File: src/rtl/irq_onehot_latch.sv
// irq_onehot_latch: latches request lines into a pending register and presents
// the highest-index eligible request as a registered one-hot grant. A grant
// stays stable until the consumer acknowledges it. Every output comes from a
// flop, so no input reaches an output combinationally.
//
//   state   | meaning
//   --------+----------------------------------------------------------
//   IDLE    | no grant shown; load the best eligible bit at the next edge
//   PRESENT | grant held in onehot_out with valid=1 until ack
module irq_onehot_latch #(
    parameter int N    = 8,
    parameter int EDGE = 1
) (
    input  logic         clk,
    input  logic         rst,
    input  logic [N-1:0] req_in,
    input  logic [N-1:0] mask,
    input  logic         ack,
    output logic [N-1:0] onehot_out,
    output logic         valid,
    output logic [N-1:0] pending_out,
    output logic         overflow
);

    typedef enum logic {
        IDLE    = 1'b0,
        PRESENT = 1'b1
    } state_t;

    state_t       state;
    state_t       state_next;
    logic [N-1:0] req_q;
    logic [N-1:0] pending;
    logic [N-1:0] set;
    logic [N-1:0] clr;
    logic [N-1:0] pending_next;
    logic         overflow_next;
    logic [N-1:0] elig;
    logic [N-1:0] sel;
    logic [N-1:0] onehot_next;
    logic         valid_next;

    assign pending_out = pending;

    // Capture, clear and overflow detection for the pending register.
    // A fresh set beats a clear on the same bit, so a request that re-arrives
    // while it is being acknowledged is never lost.
    always_comb begin
        set           = '0;
        clr           = '0;
        overflow_next = 1'b0;
        if (EDGE != 0) begin
            set = req_in & ~req_q;
        end else begin
            set = req_in;
        end
        if (valid && ack) begin
            clr = onehot_out;
        end
        pending_next = (pending & ~clr) | set;
        if (EDGE != 0) begin
            overflow_next = |(set & pending & ~clr);
        end
    end

    // Highest-index eligible bit wins, matching the downstream encoder priority.
    always_comb begin
        elig = pending & ~mask;
        sel  = '0;
        for (int i = 0; i < N; i++) begin
            if (elig[i]) begin
                sel    = '0;
                sel[i] = 1'b1;
            end
        end
    end

    // Grant FSM next-state and registered-output values.
    always_comb begin
        state_next  = state;
        onehot_next = onehot_out;
        valid_next  = valid;
        case (state)
            IDLE: begin
                onehot_next = '0;
                valid_next  = 1'b0;
                if (|elig) begin
                    state_next  = PRESENT;
                    onehot_next = sel;
                    valid_next  = 1'b1;
                end
            end
            PRESENT: begin
                if (ack) begin
                    state_next  = IDLE;
                    onehot_next = '0;
                    valid_next  = 1'b0;
                end
            end
            default: begin
                state_next  = IDLE;
                onehot_next = '0;
                valid_next  = 1'b0;
            end
        endcase
    end

    // State, grant, pending and edge-history registers with synchronous reset.
    always_ff @(posedge clk) begin
        if (rst) begin
            state      <= IDLE;
            onehot_out <= '0;
            valid      <= 1'b0;
            pending    <= '0;
            req_q      <= '0;
            overflow   <= 1'b0;
        end else begin
            state      <= state_next;
            onehot_out <= onehot_next;
            valid      <= valid_next;
            pending    <= pending_next;
            req_q      <= req_in;
            overflow   <= overflow_next;
        end
    end

    // The encoder downstream relies on seeing zero or exactly one set bit.
    a_onehot : assert property (@(posedge clk) disable iff (rst)
        ($countones(onehot_out) <= 1) && ((onehot_out != '0) == valid));

endmodule

File: config.mk
export PLATFORM = sky130hd
export DESIGN_NAME = irq_onehot_latch
export DESIGN_NICKNAME = d
export VERILOG_FILES = /design/src/rtl/irq_onehot_latch.sv
export SDC_FILE = /design/constraint.sdc
export NUM_CORES = 1
export LEC_CHECK = 0
export ABC_CLOCK_PERIOD_IN_PS = 1700
export CAP_MARGIN = 20
export CELL_PAD_IN_SITES_DETAIL_PLACEMENT = 1
export CELL_PAD_IN_SITES_GLOBAL_PLACEMENT = 1
export CORE_UTILIZATION = 47
export DETAILED_ROUTE_END_ITERATION = 8
export DONT_BUFFER_PORTS = 1
export GPL_TIMING_DRIVEN = 0
export PLACE_DENSITY_LB_ADDON = 0.2
export SLEW_MARGIN = 40
export SYNTH_ARGS = -nofsm -noshare
export SYNTH_HDL_FRONTEND = slang
export SYNTH_SLANG_ARGS = --single-unit
File: constraint.sdc
create_clock -name clk -period 1.7 [get_ports clk]
set_input_delay 0.17 -clock clk [delete_from_list [all_inputs] [get_ports clk]]
set_output_delay 0.17 -clock clk [all_outputs]
set_load 0.005 [all_outputs]
# After elaboration in Yosys (flattened, before gate mapping)
# Index checks and enable logic that the tools add are counted.
# classes
muxes,17
n_bitwise,10
eq_ne,1
n_reduce_logical,3
# ops
operator,n
$mux W8,10
$and A8 B8 Y8,5
$not A8 Y8,3
$pmux W8 S2,1
$reduce_or A8 Y1,2
$or A8 B8 Y8,1
$mux W1,4
$pmux W1 S2,2
$ne A2 B2 Y1 const B,1
$logic_and A1 B1 Y1,1
$not A1 Y1,1
# totals
register_bits,27
output_inout_bits,18
elab_cells,37
in_bits,19

# Logic depth before layout (Yosys ltp)
# Gate-level depths: netlist of the first run.
# depth
depth_word,12
ltp_mapped,5
mapped_depth_nobuf,4

# Worst setup path after synthesis of the first run
# No wires, ideal clock.
# synth_path
path_kind,reg2reg
start,register pending[5] (netlist: pending_out[5])
end,register state
path_stages_with_launch,5
path_slack_ps,524
t_arrival_ps,1056
period_less_slack_ps,1176
n_path_buf,0
cell_sequence,dfxtp_1 nor2b_4 nor4_4 a211oi_1 or2_1
# synth_between
elab_chain_len,4
# synth_rtl
item,line_no,text
from (decl),33,logic [N-1:0] pending;
from (signal assigned),121,pending <= pending_next;
$and A8 B8 Y8,68,elig = pending & ~mask;
$reduce_or A8 Y1,87,if (|elig) begin
$mux W1,87,
$pmux W1 S2,83,case (state)
to (signal assigned),118,state <= state_next;
to (decl),30,state_t state;
# No other way between the ends.
# A chain may end at the register's enable or synchronous reset.

# Worst setup path after layout of the first run
# layout_path
start,register valid
end,register overflow
# layout_between
elab_chain_len,5
# layout_rtl
item,line_no,text
from (decl),20,"output logic valid,"
from (signal assigned),120,valid <= valid_next;
$logic_and A1 B1 Y1,57,if (valid && ack) begin
$mux W8,57,
$not A8 Y8,62,overflow_next = |(set & pending & ~clr);
$and A8 B8 Y8,62,
$reduce_or A8 Y1,62,
to (signal assigned),123,overflow <= overflow_next;
to (decl),22,output logic overflow
# No other way between the ends.

==> flow_summary.toml, run 1 <==
[clocking]
cts.htree.levels = 1
max-clock-path-buffers = 2
clock_insertion_delay_worst_skew_ns = 0.32
clock_tree_from_tritoncts = "yes"
cts-root-buf = "sky130_fd_sc_hd__clkbuf_4"
post_cts.repair.setup_buffers = 0
clkSlewWorstSetupHoldPaths_ns = 0.14
total_number_of_clock_tree_sinks = 27
ctsResizeCount = 0
inserted_clock_buffers = 3

[synthesis]
synthesis.area_per_instance_sq_um = 9.290
yosys.cell_types.count = 28
post_synthesis_instance_total = 120
synth_area_leader_cell = "sky130_fd_sc_hd__dfxtp_1"
number_of_warnings_printed_during_yosys_synthesis = 0
synth_ff_type = "sky130_fd_sc_hd__dfxtp_1"
area_share_of_the_largest_cell_type_after_synthesis_pct = 48.48
syn-cell-area_sq_um = 1115
synth_edf_count = 0
synth_sequential_area_ratio_pct = 48.48
synth-seq-cells = 27
netlist_top_cells_area = "sky130_fd_sc_hd__dfxtp_1 48%, sky130_fd_sc_hd__nor2b_1 10%, sky130_fd_sc_hd__nand3_1 5.4%, sky130_fd_sc_hd__nor2_1 4.7%, sky130_fd_sc_hd__a21oi_1 4.5%"
postSynth.asyncResetShare_pct = 0
postSynthNetCount = 139

[critical_path]
critPathCaptureType = "flop"
arrival_ns = 1.60
critical_path_peak_fanout = 9
timing.rr.start = "valid"
timing.rr.end = "overflow"
setup.worst_path.class = "reg -> reg"
startpoint_type = "flop"
setup.reg_to_reg.worst_slack_ns = 0.30
reg2regPathDepth = 5
worstPathRequired_ns = 1.90

[floorplanning]
num_rows = 17
initial_utilization_pct = 49.92
dieHeight_um = 50.70
ports_placed_on_the_boundary = 37
die_footprint_sq_um = 2570
die_x_um = 50.70
core_sq_um = 2233

[detailed_routing]
postRouteWirelength_mm = 2.662
postRouteAntennaNets = 0
drc_errors = 0
detail_route.wl_per_cell_um = 16.53
detail_route.first_pass.iterations = 4
first_iter_violations = 3
vias_per_cell = 5.627
vias = 906

[place]
hpwlAfterDp_mm = 1.878
gp_congestion = 0.7767
dp_cells = 148
io_buffer_count = 0

[global_routing]
global_route_wire_length_before_repair_mm = 4.402
grt_start_max_net_pins = 15
grt_remaining_overflow = 0
global_route.usage.total_pct = 23.52
grt_antenna_before_repair = 0
first_global_vias = 973

[power]
leakage_nw = 0.4675
peakVddDrop_uv = 593.2
powerDensity_nw_per_um2 = 914.8

[sta]
setup-tns-final_ns = 0
layout_worst_path_cycle_share_pct = 82.31
clock_skews_ns = 0.003406
max-slew-margin-rel_pct = 62.46
hold_viol = 0
tightest_slew_ns = 0.5630
final_period_minus_worst_setup_slack_ns = 1.399
timing_max_transition_violations_final = 0
rsz0062_at_grt = "false"
maxClockFrequency_ghz = 0.7147
number_of_failing_setup_endpoints_in_the_final_timing_report = 0

[worst_hold_path]
min_from = "mask[7]"
hold_ep = "onehot_out[7]"
worst_min_delay_path_category = "in -> reg"
holdPathStages = 3

[cells_and_area]
fill_cells = 261
layout.cells.non_filler = 161
finalNetCount = 153
n_antenna_cell = 0
fraction_of_final_layout_cells_sized_beyond_drive_strength_1_pct = 10.53
layout-area-overhead-vs-synth_pct = 13.58

[outcome]
outcome = "completed"

[run]
drv.max_cap_violation_count = 0
what timing repair did:
item | 4_1_cts | 5_1_grt
setup endpoints to repair | 0 | 0
hold endpoints to repair | 8 | 0
hold buffers | 9 | 0
per-layer routing:
layer	GRT usage, %	wire, um	vias to the layer above
li1	-	-	439
met1	26.36	1130	437
met2	42.44	1382	26
met3	4.848	118	4
met4	10.19	30	0
met5	0	0	-
synth_stat cells (2+ instances only):
cell type                  count
sky130_fd_sc_hd__a31oi_1       2
sky130_fd_sc_hd__nand3b_1      2
sky130_fd_sc_hd__nand2b_1      2
sky130_fd_sc_hd__nor2b_2       3
sky130_fd_sc_hd__a32oi_1       3
sky130_fd_sc_hd__dfxtp_1      27
sky130_fd_sc_hd__o21ai_1       2
sky130_fd_sc_hd__nor2b_4       3
sky130_fd_sc_hd__nor2_1       14
sky130_fd_sc_hd__nand3_1      12
sky130_fd_sc_hd__a21oi_1      10
sky130_fd_sc_hd__buf_2         2
sky130_fd_sc_hd__nand2_1       3
sky130_fd_sc_hd__and3_1        3
sky130_fd_sc_hd__nor2b_1      18
sky130_fd_sc_hd__clkbuf_1      2
report_power, final:
group	internal, mW	switching [mW]
sequential	0.675	0.0365
clock	0.0919	0.185
combinational	0.0829	0.0873
total	0.849	0.309
final cells by class:
cell class	count	area (sq um)	area share, %
clock buffers	4	26.28	2.075
repair buffers	9	90.09	7.115
flip-flops and latches	27	540.5	42.69
multi-input cells	88	553.0	43.68
inverters	1	3.754	0.2964
plain buffers	4	17.52	1.383
well taps	28	35.03	2.767
cell families (layout without fill, tap and decap cells):
group	after synthesis	after routing	share of synthesized area [%]
and+or+nand+nor	67	67	37.94
DFF	27	27	48.48
AOI/OAI and AO/OA	21	21	11.67
buffers and inverters	5	18	1.908
layout by cell type (no fill, tap or decap):
cell type	n
sky130_fd_sc_hd__a211oi_1	1
sky130_fd_sc_hd__a21o_1	1
sky130_fd_sc_hd__a21oi_1	10
sky130_fd_sc_hd__a22oi_1	1
sky130_fd_sc_hd__a31oi_1	2
sky130_fd_sc_hd__a32oi_1	3
sky130_fd_sc_hd__a41oi_1	1
sky130_fd_sc_hd__and2b_1	1
sky130_fd_sc_hd__and3_1	3
sky130_fd_sc_hd__buf_2	2
sky130_fd_sc_hd__clkbuf_1	3
sky130_fd_sc_hd__clkbuf_4	3
sky130_fd_sc_hd__dfxtp_1	27
sky130_fd_sc_hd__dlygate4sd3_1	9
sky130_fd_sc_hd__inv_1	1
sky130_fd_sc_hd__nand2_1	3
sky130_fd_sc_hd__nand2b_1	2
sky130_fd_sc_hd__nand3_1	12
sky130_fd_sc_hd__nand3b_1	2
sky130_fd_sc_hd__nor2_1	14
sky130_fd_sc_hd__nor2b_1	18
sky130_fd_sc_hd__nor2b_2	3
sky130_fd_sc_hd__nor2b_4	3
sky130_fd_sc_hd__nor3_1	1
sky130_fd_sc_hd__nor3_2	1
sky130_fd_sc_hd__nor3b_1	1
sky130_fd_sc_hd__nor4_4	1
sky130_fd_sc_hd__nor4b_2	1
sky130_fd_sc_hd__o21ai_1	2
sky130_fd_sc_hd__or2_1	1
worst max path at each step:
| stage | start | end | slack [ns] | depth (start not counted) |
|---|---|---|---|---|
| floorplan | pending_out[5] | state | 0.52 | 4 |
| global placement | valid | overflow | 0.36 | 5 |
| detailed placement | valid | overflow | 0.34 | 5 |
| CTS | valid | overflow | 0.31 | 5 |
| global route | valid | overflow | 0.21 | 5 |
| finish | valid | overflow | 0.30 | 5 |
state kept, by name (all words and copies together) (netlist names):
register,count
overflow,1
pending_out,8
state,1
onehot_out,8
req_q,8
valid,1
critical path, cell delays in order (launching register included):
cell and delay (ns):
sky130_fd_sc_hd__dfxtp_1 0.37, sky130_fd_sc_hd__buf_2 0.23, sky130_fd_sc_hd__nand3_1 0.12, sky130_fd_sc_hd__and3_1 0.20, sky130_fd_sc_hd__a31oi_1 0.22, sky130_fd_sc_hd__a41oi_1 0.14
metrics by stage:
stage / util [%] / hold WS [ns] / instance area [sq um] / total power, mW / setup slack [ns]
final: 56.69 / 0.02603 / 1266 / 1.158 / 0.3008
after CTS: 56.69 / 0.02226 / 1266 / 1.166 / 0.3125
after global routing: 56.69 / 0.02653 / 1266 / 1.207 / 0.2112
after detailed placement: 51.48 / 0.2455 / 1150 / 0.8792 / 0.3371
after floorplan: - / 0.2416 / 1115 / 0.8378 / 0.5241
after global placement: 51.48 / 0.2431 / 1150 / 0.8714 / 0.3640
No activity file was read; power rests on OpenSTA's default activity.
==> inputs of run 2 (changes only) <==
--- a/config.mk
+++ b/config.mk
@@ -5,11 +5,12 @@
 export SDC_FILE = /design/constraint.sdc
 export NUM_CORES = 1
 export LEC_CHECK = 0
-export ABC_CLOCK_PERIOD_IN_PS = 1700
+export ABC_AREA = 1
+export ABC_CLOCK_PERIOD_IN_PS = 1200
 export CAP_MARGIN = 20
 export CELL_PAD_IN_SITES_DETAIL_PLACEMENT = 1
 export CELL_PAD_IN_SITES_GLOBAL_PLACEMENT = 1
-export CORE_UTILIZATION = 47
+export CORE_UTILIZATION = 37
 export DETAILED_ROUTE_END_ITERATION = 8
 export DONT_BUFFER_PORTS = 1
 export GPL_TIMING_DRIVEN = 0
==> constraint.sdc (replaced) <==
create_clock -name clk -period 1.2 [get_ports clk]
set_input_delay 0.12 -clock clk [delete_from_list [all_inputs] [get_ports clk]]
set_output_delay 0.12 -clock clk [all_outputs]
set_load 0.005 [all_outputs]
==> run 2 against run 1 <==
  * Die area increased by 34%
  * Largest power group unchanged
  * Flip-flop and latch count unchanged
  * Clock-buffer cell count shrank 1
  * Final cell count rose by 50%
  * Combinational power increased by 56%
  * Largest cell class is now sequential cells
  * First-iteration DRC count rose to 15 times the previous value
==> flow_summary.toml, run 2 <==
[critical_path]
critical_path_peak_fanout = 10
critPathCaptureType = "flop"
worstPathRequired_ns = 1.42
reg2regPathDepth = 8
startpoint_type = "flop"
setup.worst_path.class = "reg -> reg"
arrival_ns = 1.42

[sta]
layout_worst_path_cycle_share_pct = 99.74
timing_max_transition_violations_final = 0
setup-tns-final_ns = 0
tightest_slew_ns = 0.5689
number_of_failing_setup_endpoints_in_the_final_timing_report = 0
clock_skews_ns = 0.001413
maxClockFrequency_ghz = 0.8355
max-slew-margin-rel_pct = 62.08
worst_slack_ns = 0.003149
rsz0062_at_grt = "true"
worst_hold_slack_ns = 0.06574
hold_viol = 0
final_period_minus_worst_setup_slack_ns = 1.197

[synthesis]
postSynthNetCount = 199
yosys.cell_types.count = 15
synth_xor_xnor_area_share_pct = 0
synth_edf_count = 0
synth_adder_area_share_pct = 0
synth_area_leader_cell = "sky130_fd_sc_hd__dfxtp_1"
synth-seq-cells = 27
post_synthesis_instance_total = 180
synth_ff_type = "sky130_fd_sc_hd__dfxtp_1"
postSynth.asyncResetShare_pct = 0
synth_sequential_area_ratio_pct = 45.38
synthesis.area_per_instance_sq_um = 6.617
main_combinational_cell_family_by_area_after_synthesis = "simple AND/OR/NAND/NOR gates"
number_of_warnings_printed_during_yosys_synthesis = 0
area_share_of_the_largest_cell_type_after_synthesis_pct = 45.38
netlist_top_cells_area = "sky130_fd_sc_hd__dfxtp_1 45%, sky130_fd_sc_hd__nor2_1 11%, sky130_fd_sc_hd__inv_1 11%, sky130_fd_sc_hd__nand2_1 10%, sky130_fd_sc_hd__a21oi_1 7.6%"
post_synth_and_or_nand_nor_area_fraction_pct = 29.62
synth_compound_area_share_pct = 11.97
post_synth_mux_area_share_pct = 0
syn-cell-area_sq_um = 1191
synthMostInstantiatedCell = "sky130_fd_sc_hd__nor2_1"
netlist_top_cells_count = "36 x sky130_fd_sc_hd__nor2_1, 35 x sky130_fd_sc_hd__inv_1, 33 x sky130_fd_sc_hd__nand2_1"

[global_routing]
global_route.usage.total_pct = 19.33
grt_antenna_before_repair = 0
grt_start_max_net_pins = 16
global_route_wire_length_before_repair_mm = 4.968
grt_remaining_overflow = 0
first_global_vias = 1127

[floorplanning]
die_footprint_sq_um = 3450
die_x_um = 58.74
num_rows = 20
initial_utilization_pct = 39.02
core_sq_um = 3053
dieHeight_um = 58.74
ports_placed_on_the_boundary = 37

[place]
hpwlAfterDp_mm = 2.232
gp_congestion = 0.7118
setup_slack_after_placement_ns = -0.08416
dp_cells = 224
post_dp_cell_area_sq_um = 1246
io_buffer_count = 0

[cells_and_area]
layout-area-overhead-vs-synth_pct = 19.96
finalNetCount = 217
final_core_utilization_pct = 46.80
n_antenna_cell = 0
fraction_of_final_layout_cells_sized_beyond_drive_strength_1_pct = 7.614
layout.cells.non_filler = 241
layout.area.seq_sq_um = 548.0
finish.instance_area_sq_um = 1429
fill_cells = 424
multiInputGateArea_sq_um = 513.0
layout_common_cells = "35 x sky130_fd_sc_hd__inv_1, 35 x sky130_fd_sc_hd__nor2_1, 33 x sky130_fd_sc_hd__nand2_1"

[clocking]
clock_insertion_delay_worst_skew_ns = 0.33
cts.htree.levels = 1
inserted_clock_buffers = 3
max-clock-path-buffers = 2
total_number_of_clock_tree_sinks = 27
clock_tree_from_tritoncts = "yes"
post_cts.repair.setup_buffers = 0
cts-root-buf = "sky130_fd_sc_hd__clkbuf_4"
clkSlewWorstSetupHoldPaths_ns = 0.15

[power]
peakVddDrop_uv = 503.9
powerDensity_nw_per_um2 = 1174
leakage_nw = 0.6261
total_power_mw = 1.677

[run]
drv.max_cap_violation_count = 0

[detailed_routing]
postRouteAntennaNets = 0
postRouteWirelength_mm = 3.077
vias = 1128
vias_per_cell = 4.680
detail_route.wl_per_cell_um = 12.77
detail_route.first_pass.iterations = 3
first_iter_violations = 46
drc_errors = 0

[worst_hold_path]
worst_min_delay_path_category = "in -> reg"
holdPathStages = 2

[outcome]
outcome = "completed"
run 2: what timing repair did:
action	CTS	global route
endpoints found under the setup margin	2	6
hold buffers	13	0
endpoints found under the hold margin	25	0
resized for setup	4	5
run 2: final timing paths:
kind,end,slack (ns),from
hold / removal,onehot_out[3],0.07,rst
setup reg to reg,overflow,0.003,valid
hold reg to reg,pending_out[6],0.50,req_q[6]
setup / recovery,overflow,0.003,valid
run 2: cells by family (layout without fill, tap and decap cells):
kind of cell / count (synthesis) / in the layout
AOI/OAI and AO/OA: 28 / 28
and+or+nand+nor: 86 / 86
DFF: 27 / 27
buffers and inverters: 39 / 56
run 2: layout make-up:
class	count	share of cell area, %
Sequential cell	27	38.35
Clock inverter	1	0.3503
Inverter	35	9.194
Buffer	4	1.664
Multi-Input combinational cell	114	35.90
Tap cell	44	3.853
Clock buffer	3	1.576
Timing Repair Buffer	13	9.107
run 2: power by group:
| part | switching, mW | internal [mW] |
|---|---|---|
| combinational | 0.161 | 0.105 |
| sequential | 0.0513 | 0.956 |
| clock | 0.278 | 0.125 |
| total | 0.490 | 1.19 |
run 2: layer usage:
metal  share of wire [%]  GRT usage, %  up-vias
met1                  44         22.50      520
met4                 1.3         7.143        0
met5                   0             0        -
met3                 3.4         3.736        5
met2                  51         34.90       22
li1                    -             -      581
run 2: worst max-delay path: stages, from the launching register on:
cell and delay [ns]:
sky130_fd_sc_hd__dfxtp_4 0.40, sky130_fd_sc_hd__nand2_4 0.08, sky130_fd_sc_hd__buf_6 0.15, sky130_fd_sc_hd__nor2_2 0.07
sky130_fd_sc_hd__nor2_1 0.04, sky130_fd_sc_hd__nor2_1 0.12, sky130_fd_sc_hd__nand2_1 0.07, sky130_fd_sc_hd__nor2_1 0.09
sky130_fd_sc_hd__nor2_1 0.04
